==> config.mk <==
export PLATFORM = sky130hd
export DESIGN_NAME = seg7_scan_driver
export DESIGN_NICKNAME = d
export VERILOG_FILES = /design/src/rtl/seg7_scan_driver.sv
export SDC_FILE = /design/constraint.sdc
export NUM_CORES = 1
export LEC_CHECK = 0
export CAP_MARGIN = 30
export CORE_ASPECT_RATIO = 0.7
export CORE_MARGIN = 2
export CORE_UTILIZATION = 30
export CTS_BUF_LIST = sky130_fd_sc_hd__clkbuf_4 sky130_fd_sc_hd__clkbuf_8
export DETAILED_ROUTE_END_ITERATION = 10
export DONT_BUFFER_PORTS = 1
export SLEW_MARGIN = 20
export SYNTH_ARGS = -nofsm -noshare
export SYNTH_HDL_FRONTEND = slang
export SYNTH_SLANG_ARGS = --single-unit
==> constraint.sdc <==
create_clock -name clk -period 3.4 [get_ports clk]
set_input_delay 0.68 -clock clk [delete_from_list [all_inputs] [get_ports clk]]
set_output_delay 0.68 -clock clk [all_outputs]
set_load 0.1 [all_outputs]
==> src/rtl/seg7_scan_driver.sv <==
// Time-multiplexed common-anode 7-segment driver: shadows a packed nibble vector,
// scans DIGITS positions and adds hex/decimal decode, leading-zero blanking, dp and blink.
module seg7_scan_driver #(
    parameter int DIGITS      = 4,
    parameter int REFRESH_DIV = 50000,
    parameter int BLINK_DIV   = 64
) (
    input  logic                  clk,
    input  logic                  rst_n,
    input  logic [4*DIGITS-1:0]   value,
    input  logic [DIGITS-1:0]     dp,
    input  logic                  load,
    input  logic                  hex_mode,
    input  logic                  blank_lz,
    input  logic [DIGITS-1:0]     blink_en,
    output logic [6:0]            seg,
    output logic                  seg_dp,
    output logic [DIGITS-1:0]     an,
    output logic                  frame_done
);

    localparam int IW = (DIGITS > 1) ? $clog2(DIGITS) : 1;
    localparam int PW = (REFRESH_DIV > 1) ? $clog2(REFRESH_DIV) : 1;
    localparam int BW = (BLINK_DIV > 1) ? $clog2(BLINK_DIV) : 1;

    localparam logic [IW-1:0] LAST_IDX = IW'(DIGITS - 1);
    localparam logic [PW-1:0] PRESC_TC = PW'(REFRESH_DIV - 1);
    localparam logic [BW-1:0] BLINK_TC = BW'(BLINK_DIV - 1);

    logic [4*DIGITS-1:0] shadow_value;
    logic [DIGITS-1:0]   shadow_dp;
    logic [PW-1:0]       presc;
    logic [IW-1:0]       index;
    logic [BW-1:0]       blink_cnt;
    logic                blink_phase;

    logic                slot_end;
    logic                frame_wrap;
    logic [DIGITS-1:0]   lz_zero;
    logic [3:0]          cur_nib;
    logic                cur_dp;
    logic                cur_blink;
    logic                cur_lz;
    logic [DIGITS-1:0]   an_next;
    logic [6:0]          seg_next;
    logic                seg_dp_next;

    function automatic logic [6:0] decode_nibble(input logic [3:0] nib, input logic hex);
        logic [6:0] s;
        case (nib)
            4'h0:    s = 7'b1000000;
            4'h1:    s = 7'b1111001;
            4'h2:    s = 7'b0100100;
            4'h3:    s = 7'b0110000;
            4'h4:    s = 7'b0011001;
            4'h5:    s = 7'b0010010;
            4'h6:    s = 7'b0000010;
            4'h7:    s = 7'b1111000;
            4'h8:    s = 7'b0000000;
            4'h9:    s = 7'b0010000;
            4'hA:    s = 7'b0001000;
            4'hB:    s = 7'b0000011;
            4'hC:    s = 7'b1000110;
            4'hD:    s = 7'b0100001;
            4'hE:    s = 7'b0000110;
            default: s = 7'b0001110;
        endcase
        if (!hex && nib >= 4'hA) begin
            s = 7'b1111111;
        end
        return s;
    endfunction

    assign slot_end   = (presc == PRESC_TC);
    assign frame_wrap = slot_end && (index == LAST_IDX);

    always_ff @(posedge clk) begin
        if (!rst_n) begin
            shadow_value <= '0;
            shadow_dp    <= '0;
            presc        <= '0;
            index        <= '0;
            blink_cnt    <= '0;
            blink_phase  <= 1'b0;
        end else begin
            if (load) begin
                shadow_value <= value;
                shadow_dp    <= dp;
            end
            if (slot_end) begin
                presc <= '0;
                index <= frame_wrap ? '0 : index + IW'(1);
            end else begin
                presc <= presc + PW'(1);
            end
            if (frame_wrap) begin
                if (blink_cnt == BLINK_TC) begin
                    blink_cnt   <= '0;
                    blink_phase <= ~blink_phase;
                end else begin
                    blink_cnt <= blink_cnt + BW'(1);
                end
            end
        end
    end

    // lz_zero[k]: every shadow digit from k up to the top is zero (digit 0 never qualifies)
    always_comb begin
        lz_zero = '0;
        for (int k = 1; k < DIGITS; k++) begin
            lz_zero[k] = 1'b1;
            for (int j = k; j < DIGITS; j++) begin
                if (shadow_value[4*j +: 4] != 4'd0) begin
                    lz_zero[k] = 1'b0;
                end
            end
        end
    end

    always_comb begin
        cur_nib   = 4'd0;
        cur_dp    = 1'b0;
        cur_blink = 1'b0;
        cur_lz    = 1'b0;
        an_next   = '1;
        for (int k = 0; k < DIGITS; k++) begin
            if (index == IW'(k)) begin
                cur_nib    = shadow_value[4*k +: 4];
                cur_dp     = shadow_dp[k];
                cur_blink  = blink_en[k];
                cur_lz     = lz_zero[k];
                an_next[k] = 1'b0;
            end
        end
    end

    always_comb begin
        seg_next    = decode_nibble(cur_nib, hex_mode);
        seg_dp_next = ~cur_dp;
        if (blank_lz && cur_lz) begin
            seg_next = 7'b1111111;
        end
        if (cur_blink && blink_phase) begin
            seg_next    = 7'b1111111;
            seg_dp_next = 1'b1;
        end
    end

    // Anode and segments register together so a pair is never mismatched
    always_ff @(posedge clk) begin
        if (!rst_n) begin
            seg        <= 7'b1111111;
            seg_dp     <= 1'b1;
            an         <= '1;
            frame_done <= 1'b0;
        end else begin
            seg        <= seg_next;
            seg_dp     <= seg_dp_next;
            an         <= an_next;
            frame_done <= frame_wrap;
        end
    end

endmodule
# Word-level counts from Yosys, hierarchy flattened
# Memories as Yosys holds them, arrays and structs flattened. A register that Yosys moved wholly into a read port is not among the register bits.
# Cells that the tools add are included.
totals:
  n_memories: 1
  mem_bits_ro: 112
  wordCells: 62
  register_bits: 51
mem_list:
  columns: ["memory", "words", "width", "rd", "rd_clocked_by_memory_dff", "write_ports", "line_no", "text"]
  rows:
  - ["(no name shown)", 16, 7, 1, 1, 0, "50", "case (nib)"]
op_classes:
  bitwise_logic: 3
  mux: 27
  eq_ne: 5
  addsub: 3
  n_lt_le_gt_ge: 1
  n_reduce_logical: 13
op_table:
  columns: ["op", "n"]
  rows:
  - ["$mux 1", 21]
  - ["$add 16x1->16 const B", 1]
  - ["$eq 16x16->1 const B", 1]
  - ["$mux 4", 4]
  - ["$reduce_bool 4->1", 3]
  - ["$add 6x1->6 const B", 1]
  - ["$eq 6x6->1 const B", 1]
  - ["$mux 6", 1]
  - ["$eq 2x2->1 const B", 2]
  - ["$ge 4x4->1 const B", 1]
  - ["$logic_and 1x1->1", 4]
  - ["$reduce_or 2->1", 2]
  - ["$reduce_or 4->1", 1]
  - ["$not 1->1", 3]
  - ["$add 2x1->2 const B", 1]
  - ["$eq 2x1->1 const B", 1]
  - ["$logic_not 2->1", 1]
  - ["$mux 2", 1]
  - ["$reduce_and 2->1", 1]
  - ["$logic_not 1->1", 1]

# Longest topological paths before layout
# Gate-level depths: netlist of the first run.
depth:
  ltp_word: 9
  mapped_depth: 11

# Worst setup path after synthesis of the first run
# Ideal clock, no wire load.
synth_timing:
  path_type: "reg-to-reg"
  start: "reg index[1]"
  end: "reg seg[4]"
  setup_time_ps: 144
  arrival_ps: 2241
  path_slack_ps: 1014
  path_buffers: 1
  required_ps: 3256
  period_less_slack_ps: 2386
  stages_incl_launch_ff: 12
  path_cell_list: "dfxtp_1 > inv_1 > ha_1 > buf_6 > nor2b_1 > a22oi_1 > a221oi_2 > inv_1 > ha_1 > nor3_2 > o311a_4 > o221ai_1"
synth_between:
  elab_chain_len: 8
  elab_cells_between_ends: 20
  classes_between: "order compare: 1; eq/ne: 3; mux: 11; reduce/logical: 5"
synth_rtl:
  columns: ["item", "line_no", "text"]
  rows:
  - ["start: declaration", "33", "logic [IW-1:0] index;"]
  - ["start signal: assignment", "92", "index <= frame_wrap ? '0 : index + IW'(1);"]
  - ["$logic_not 2->1", "127", "if (index == IW'(k)) begin"]
  - ["$mux 4 (4 in series)", "127", null]
  - ["$ge 4x4->1", "68", "if (!hex && nib >= 4'hA) begin"]
  - ["$logic_and 1x1->1", "68", null]
  - ["$reduce_or 4->1 (no line)", null, null]
  - ["end: declaration", "16", "output logic [6:0] seg,"]
# Several ways; a longest one is shown, not always the timed one.
# A chain may end at the register's enable or synchronous reset.

# Worst setup path after layout of the first run
layout_timing:
  start: "reg index[1]"
  end: "reg seg[6]"
# Same word-level chain as after synthesis.

==> results.rst, run 1 <==
.. list-table::
   :header-rows: 1

   * - Metric
     - Value
   * - Total routing usage reported by global routing
     - 13.05%
   * - Top Family by Delay on Critical Path
     - compound AO/OA/AOI/OAI gates
   * - R2r startpoint
     - index[1]$_SDFFE_PN0N_
   * - Synthesis Warnings
     - 0
   * - Worst path bufs/invs
     - 2
   * - Number of synthesized flops with an enable pin
     - 0
   * - Final Cycle Share
     - approximately 80%
   * - Skew final
     - between 10 and 15 ps
   * - Combined area of all synthesized cells
     - 2844 µm²
   * - End point of the worst hold path
     - an[2]$_SDFF_PN1_
   * - Floorplan core area
     - between 9000 and 10000 µm²
   * - Drt pass-1 iters
     - 4
   * - Clock-pin slew of the registers on the worst-case setup and hold paths
     - roughly 70 ps
   * - Effective utilization at floorplan
     - around 31%
   * - Antenna violations before repair
     - 0
   * - Post-Layout Inst Area
     - about 3100 µm²
   * - Number of levels the H-tree was split into
     - 3
   * - Unique masters post-synth
     - 48
   * - Cell area after placement
     - 2944 µm²
   * - Class of the worst hold path
     - in2reg
   * - Share of Yosys cell area claimed by the top area cell type
     - about 41%
   * - Maximum number of pins on one net before global-route repair
     - 40
   * - Data required time at the worst endpoint
     - between 3000 and 4000 ps
   * - Total length of routed met2 wires
     - 2.498 mm
   * - Critical-path cell list
     - inv_1 > ha_1 > nor2b_1 > a22oi_1 > a221oi_2 > inv_1 > ha_1 > nor3_2 > o311a_4 > o221ai_1
   * - Final-layout setup total negative slack
     - 0 ps
   * - Cells on Worst Hold Path
     - 1
   * - Clk sinks
     - 58
   * - Met1 Routed Length
     - about 3.4 mm
   * - Proportion of synthesized chip area in sequential cells
     - 40.83%
   * - Largest fanout on the critical path
     - 13
   * - Highest routed metal layer
     - met4
   * - Arrival time of data at the critical path endpoint
     - approximately 2900 ps
   * - Top area cells in the synthesized netlist
     - sky130_fd_sc_hd__dfxtp_1 41%, sky130_fd_sc_hd__mux2i_1 9.2%, sky130_fd_sc_hd__nor2b_1 5.7%, sky130_fd_sc_hd__ha_1 4.8%, sky130_fd_sc_hd__nand2_1 3.4%
   * - Root Buffer
     - sky130_fd_sc_hd__clkbuf_8
   * - Cell accounting for the most synthesized area
     - sky130_fd_sc_hd__dfxtp_1
   * - Fraction of registers with async set or reset after synthesis
     - 0%
   * - Post-Synthesis Cells
     - ~290
   * - Most frequently used flop master after synthesis
     - sky130_fd_sc_hd__dfxtp_1
   * - Synth-to-layout area growth
     - 10.29%
   * - Sum of overflow across all layers after global routing
     - 0
   * - Met3 routed wirelength
     - roughly 400 µm
   * - Cell with the largest stage delay on the worst path
     - sky130_fd_sc_hd__a221oi_2
   * - Violation count after the first detailed-route iteration
     - between 100 and 150
   * - Final HPWL from detailed placement
     - 4.714 mm
   * - Via Count
     - between 2k and 2.5k
   * - Via count normalized by instance count
     - between 4 and 5
   * - Total count of hold-check failures in the final report
     - 0
   * - Power density cells
     - about 480 nW/µm²
   * - Startpoint types
     - flip-flop
   * - Overall Power
     - about 1.5 mW
   * - Total of cells resized after clock tree synthesis
     - 0
   * - Footprint of the multi-input gates
     - approximately 1600 µm²
   * - TritonCTS clock tree
     - built
   * - TritonCTS buffer count
     - 9
   * - Max stage delay on crit path
     - about 440 ps
   * - Weighted congestion at the end of routability-driven global placement
     - about 0.83
   * - Maximum root-to-sink buffer count
     - 2
   * - Highest clock frequency the design can meet
     - ~370 MHz
   * - First-pass GRT wire length
     - ~10 mm
   * - Maximum capacitance violations
     - 0
   * - Wire per inst
     - approximately 15 µm
   * - Headroom to the max-slew limit
     - 35.64%
   * - Number of endpoints failing setup at the final stage
     - 0
   * - Setup Crit Path Kind
     - reg2reg
   * - CP endpoint kind
     - flip-flop
   * - Area used by sequential logic in the layout
     - 1161 µm²
   * - Vertical die dimension
     - about 85 µm
   * - Number of remaining DRC errors
     - 0
   * - Nets
     - 334
   * - R2R setup slack
     - 680 ps
   * - Overall die area
     - 10290 µm²
   * - Ratio of cells with drive above 1 in the final layout
     - 10.70%
   * - Number of global-route vias before repair
     - between 1.5k and 2k
   * - Slew of the pin with the lowest slew margin
     - between 900 and 1000 ps
   * - Clock insertion delay at the later pin of the skew report
     - 350 ps
   * - Width of the chip
     - roughly 120 µm
   * - Hold path startpoint
     - rst_n
   * - Total Wirelength
     - approximately 6.4 mm
   * - Layout filler cell count
     - 927
   * - Mean area per synthesized cell
     - roughly 9.7 µm²
   * - Total nets after synthesis
     - 334
   * - RSZ-0062 raised after global routing
     - false
   * - I/O Buffers
     - 0
   * - Critical R2R Capture
     - seg[6]$_SDFF_PP1_
   * - Final critical-path required period
     - roughly 2700 ps
   * - Antenna diodes
     - 0
   * - Hold buffer count at cts
     - 0
   * - Number of placement rows
     - 29
   * - Total of flip-flops plus latches after synthesis
     - just under 60
   * - Number of ports placed on the die boundary
     - between 40 and 50
   * - Max-slew violation count
     - 0
   * - Peak VDD IR
     - around 0.24 mV
   * - Depth of the worst register-to-register path
     - 10
   * - Outcome
     - complete, no violations
   * - Remaining antenna violation count
     - 0
   * - Leakage component of the power
     - approximately 1.2 nW
   * - Buffers inserted during post-CTS setup optimization
     - 0
synth_stat cells, types with 2 or more instances:
cell / n
sky130_fd_sc_hd__a21boi_0: 2
sky130_fd_sc_hd__a21oi_1: 9
sky130_fd_sc_hd__a221oi_2: 2
sky130_fd_sc_hd__a311o_1: 2
sky130_fd_sc_hd__and2_1: 4
sky130_fd_sc_hd__and3_1: 6
sky130_fd_sc_hd__and4_1: 3
sky130_fd_sc_hd__and4bb_2: 3
sky130_fd_sc_hd__buf_2: 2
sky130_fd_sc_hd__buf_6: 2
sky130_fd_sc_hd__clkbuf_1: 8
sky130_fd_sc_hd__dfxtp_1: 58
sky130_fd_sc_hd__ha_1: 11
sky130_fd_sc_hd__inv_1: 8
sky130_fd_sc_hd__mux2i_1: 26
sky130_fd_sc_hd__nand2_1: 26
sky130_fd_sc_hd__nand3_1: 15
sky130_fd_sc_hd__nand3b_1: 4
sky130_fd_sc_hd__nand4_1: 4
sky130_fd_sc_hd__nor2_1: 17
sky130_fd_sc_hd__nor2b_1: 26
sky130_fd_sc_hd__nor3b_1: 4
sky130_fd_sc_hd__nor4_1: 4
sky130_fd_sc_hd__o211ai_2: 2
sky130_fd_sc_hd__o21ai_0: 4
sky130_fd_sc_hd__o221ai_1: 4
sky130_fd_sc_hd__or3_1: 4
sky130_fd_sc_hd__xnor2_1: 6
sky130_fd_sc_hd__xor2_1: 9
metrics by stage:
stage | hold WS [ps] | setup slack [ps] | util, % | std cells
2_1_floorplan | 429.7 | 1014 | - | 294
3_3_place_gp | 448.8 | 866.2 | 32.20 | 407
3_5_place_dp | 460.7 | 714.2 | 32.20 | 407
4_1_cts | 410.1 | 705.0 | 34.30 | 423
5_1_grt | 415.3 | 436.0 | 34.30 | 423
6_report | 432.8 | 676.2 | 34.30 | 423
area by class of cell:
class | count | area share [%]
clock buffer | 9 | 3.949
clock inverter | 7 | 2.194
inverter | 8 | 0.9573
multi-input combinational | 216 | 50.70
sequential | 58 | 37.02
tap | 124 | 4.946
timing repair buffer | 1 | 0.2393
state kept, by name, indices dropped and copies added, names as in the netlist:
name and cells:
blink_phase 1, seg_dp 1, an 4, index 2, blink_cnt 6, presc 16
seg 7, frame_done 1, shadow_value 16, shadow_dp 4
worst reg2reg max path: cells and delay by family (launching register included):
kind                       cells  cell delay (ps)
AOI/OAI and AO/OA              4              940
DFF                            1              370
buffers and inverters          2              240
adders and majority gates      2              590
and+or+nand+nor                2              440
worst max-delay path by stage:
stage | start | end | depth (start not counted)
after floorplan | index[1]$_SDFFE_PN0N_ | seg[4]$_SDFF_PP1_ | 11
after global placement | index[0]$_SDFFE_PN0N_ | seg[4]$_SDFF_PP1_ | 8
after detailed placement | index[1]$_SDFFE_PN0N_ | seg[6]$_SDFF_PP1_ | 10
after CTS | index[1]$_SDFFE_PN0N_ | seg[6]$_SDFF_PP1_ | 10
after global routing | index[1]$_SDFFE_PN0N_ | seg[5]$_SDFF_PP1_ | 10
final | index[1]$_SDFFE_PN0N_ | seg[6]$_SDFF_PP1_ | 10
cell usage in the layout, fill, tap and decap left out, drive strengths merged, types with 5 or more instances in the layout:
| cell type | instances |
|---|---|
| dfxtp | 58 |
| nand2 | 27 |
| nor2b | 26 |
| mux2i | 26 |
| nor2 | 17 |
| nand3 | 15 |
| ha | 11 |
| a21oi | 9 |
| xor2 | 9 |
| clkbuf | 9 |
| inv | 9 |
| xnor2 | 6 |
| and3 | 6 |
| nor3b | 5 |
power breakdown:
| group | total [mW] | switching, mW | internal [mW] |
|---|---|---|---|
| clock | 0.626 | 0.290 | 0.336 |
| combinational | 0.0895 | 0.0435 | 0.0459 |
| sequential | 0.795 | 0.0889 | 0.706 |
| total | 1.51 | 0.422 | 1.09 |
routing by layer:
metal  vias up  track usage, %
met1       966           18.69
met5         -               0
li1       1050               -
met3        10           5.914
met2        46           16.85
met4         0           4.757
kinds of logic (layout without fill, tap and decap cells):
| kind of cell | Yosys count | count (layout) | share of synthesized area (%) |
|---|---|---|---|
| flops | 58 | 58 | 40.83 |
| mux | 26 | 26 | 9.151 |
| simple gates | 126 | 126 | 25.34 |
| buf+inv | 20 | 25 | 3.256 |
| xor+xnor | 15 | 15 | 4.620 |
| compound gates | 38 | 38 | 11.97 |
| fa+ha+maj | 11 | 11 | 4.839 |
Power figures use the tool's default switching activity.
==> run 2: changes to the inputs <==
Clock period 3.4 ns to 2.32 ns, I/O delays scaled along.
==> run 2 against run 1 <==
Compared with the run above: clock skew is 3.9 ps lower; die area stayed put; clock power is 66% higher; sequential share of layout area is 2.7 points lower; critical path type unchanged; highest routed layer unchanged.
==> results.rst, run 2 (synthesized netlist as in run 1, its figures left out) <==
.. list-table::
   :header-rows: 1

   * - Metric
     - Value
   * - Outcome
     - complete, no violations
   * - Cell with the largest stage delay on the worst path
     - sky130_fd_sc_hd__dfxtp_2
   * - TritonCTS clock tree
     - built
   * - Total Wirelength
     - roughly 6.5 mm
   * - Via Count
     - 2150
   * - Maximum root-to-sink buffer count
     - 2
   * - Total routing usage reported by global routing
     - roughly 14%
   * - Maximum number of pins on one net before global-route repair
     - 40
   * - Overall die area
     - around 10000 µm²
   * - Switching pwr
     - 0.6020 mW
   * - Number of instances in the placed design
     - 430
   * - Data required time at the worst endpoint
     - 2530 ps
   * - Max stage delay on crit path
     - 370 ps
   * - Antenna diodes
     - 0
   * - Peak VDD IR
     - approximately 0.41 mV
   * - Critical-path cell list
     - inv_1 > ha_2 > nor2b_4 > a22oi_1 > a221oi_2 > inv_2 > ha_4 > nor3_2 > o311a_4 > o221ai_1
   * - Arrival time of data at the critical path endpoint
     - about 2400 ps
   * - First-pass GRT wire length
     - 10.76 mm
   * - Number of remaining DRC errors
     - 0
   * - Number of ports placed on the die boundary
     - between 40 and 50
   * - Total count of hold-check failures in the final report
     - 0
   * - Part of the power in registers
     - between 40% and 50%
   * - Share of power burned in combinational logic
     - around 11%
   * - Power density cells
     - around 700 nW/µm²
   * - Startpoint types
     - flip-flop
   * - Effective utilization at floorplan
     - a little over 30%
   * - Max-slew violation count
     - 0
   * - Final HPWL from detailed placement
     - between 4 and 5 mm
   * - Final critical-path required period
     - 2185 ps
   * - Post-layout instance count excluding filler cells
     - roughly 450
   * - Buffers inserted during post-CTS setup optimization
     - 0
   * - Sum of overflow across all layers after global routing
     - 0
   * - I/O Buffers
     - 0
   * - Headroom to the max-slew limit
     - between 60 and 70%
   * - Root Buffer
     - sky130_fd_sc_hd__clkbuf_8
   * - Most used cells in the layout excluding fill and tap cells
     - 56 x sky130_fd_sc_hd__dfxtp_1, 26 x sky130_fd_sc_hd__nand2_1, 26 x sky130_fd_sc_hd__mux2i_1
   * - Number of levels the H-tree was split into
     - 3
   * - Leakage component of the power
     - ~1.3 nW
   * - Drt pass-1 iters
     - 4
   * - Number of endpoints failing setup at the final stage
     - 0
   * - CP endpoint kind
     - flip-flop
   * - Clock insertion delay at the later pin of the skew report
     - ~340 ps
   * - P_int
     - between 1.5 and 2 mW
   * - Slew of the pin with the lowest slew margin
     - approximately 540 ps
   * - Violation count after the first detailed-route iteration
     - 89
   * - Via count normalized by instance count
     - 4.821
   * - Ratio of cells with drive above 1 in the final layout
     - 20.19%
   * - Remaining antenna violation count
     - 0
   * - Wire per inst
     - approximately 15 µm
   * - Clk sinks
     - 58
   * - Number of global-route vias before repair
     - between 2k and 2.5k
   * - Floorplan core area
     - 9144 µm²
   * - Largest fanout on the critical path
     - 7
   * - Maximum capacitance violations
     - 0
   * - Skew final
     - slightly below 8 ps
   * - Highest clock frequency the design can meet
     - 457.6 MHz
   * - Clock network power share
     - 44.0%
   * - Class of the worst hold path
     - in2reg
   * - Width of the chip
     - 120.4 µm
   * - Total of cells resized after clock tree synthesis
     - 0
   * - Antenna violations before repair
     - 0
   * - Setup Crit Path Kind
     - reg2reg
   * - Weighted congestion at the end of routability-driven global placement
     - a little under 0.9
   * - Number of placement rows
     - 29
   * - TritonCTS buffer count
     - 9
   * - Largest registers ranked by flip-flop count
     - presc (16), shadow_value (16), seg (7)
   * - Final-layout setup total negative slack
     - 0 ps
   * - Vertical die dimension
     - around 85 µm
   * - Hold buffer count at cts
     - 0
   * - Final Cycle Share
     - a little over nine tenths
   * - Nets
     - 357
   * - Leading cell type in the layout, fill and taps excluded
     - sky130_fd_sc_hd__dfxtp_1
   * - Switching part of the total
     - between 20% and 30%
   * - Synth-to-layout area growth
     - 19.18%
   * - Clock-pin slew of the registers on the worst-case setup and hold paths
     - 70 ps
## run 2: changes by cell type in the layout (fill, tap and decap cells not counted), sizes merged
| cell | delta |
|---|---|
| buf | +23 |
| clkbuf | +2 |
| bufinv | +1 |
| clkinv | -1 |
| clkinvlp | -1 |
| inv | -1 |
## run 2: worst max-delay path, delay by kind of cell (launching register included)
family | cells | cell delay, ps
AO/OA/AOI/OAI | 4 | 740
adder cells (fa/ha/maj) | 2 | 410
flip-flops | 1 | 370
AND/OR/NAND/NOR | 2 | 350
buffers and inverters | 2 | 180
## run 2: power groups by stage
stage	registers, mW	clock network, mW	logic, mW
2_1_floorplan	1.18	0	0.128
3_3_place_gp	1.08	0	0.263
3_5_place_dp	1.08	0	0.266
4_1_cts	1.06	1.08	0.267
5_1_grt	1.07	1.13	0.285
6_report	1.06	1.04	0.266
## run 2: metal layers
layer	global-route usage (%)	vias up	share of wire, %
li1	-	1095	-
met2	18.23	51	38
met5	0	-	0
met4	6.131	0	2.8
met3	6.250	13	7.6
met1	19.03	991	51
## run 2: cell type report
| class | count | area [µm²] |
|---|---|---|
| clock buffer | 11 | 145.1 |
| inverter | 8 | 30.03 |
| tap | 124 | 155.1 |
| multi-input combinational | 216 | 1638 |
| sequential | 58 | 1164 |
| clock inverter | 5 | 77.57 |
| timing repair buffer | 24 | 180.2 |
| fill | 936 | 5754 |
## run 2: final timing paths
kind / from / to / slack [ps] / cells past startpoint
max: index[1]$_SDFFE_PN0N_ / seg[6]$_SDFF_PP1_ / 130 / 10
min: rst_n / an[0]$_SDFF_PN1_ / 210 / 1
max reg2reg: index[1]$_SDFFE_PN0N_ / seg[6]$_SDFF_PP1_ / 130 / 10
min reg2reg: presc[0]$_SDFF_PP0_ / presc[0]$_SDFF_PP0_ / 470 / 1
## run 2: metrics by stage
step	total power, mW	worst slack (ps)	utilization [%]	hold slack, ps	area, µm²
floorplan	1.305	7.756	-	429.7	2864
global placement	1.346	103.6	34.30	449.3	3137
detailed placement	1.349	49.69	34.30	456.5	3137
CTS	2.407	21.34	36.74	176.3	3359
global route	2.481	-3.759	37.07	185.8	3390
finish	2.371	134.9	37.07	206.2	3390
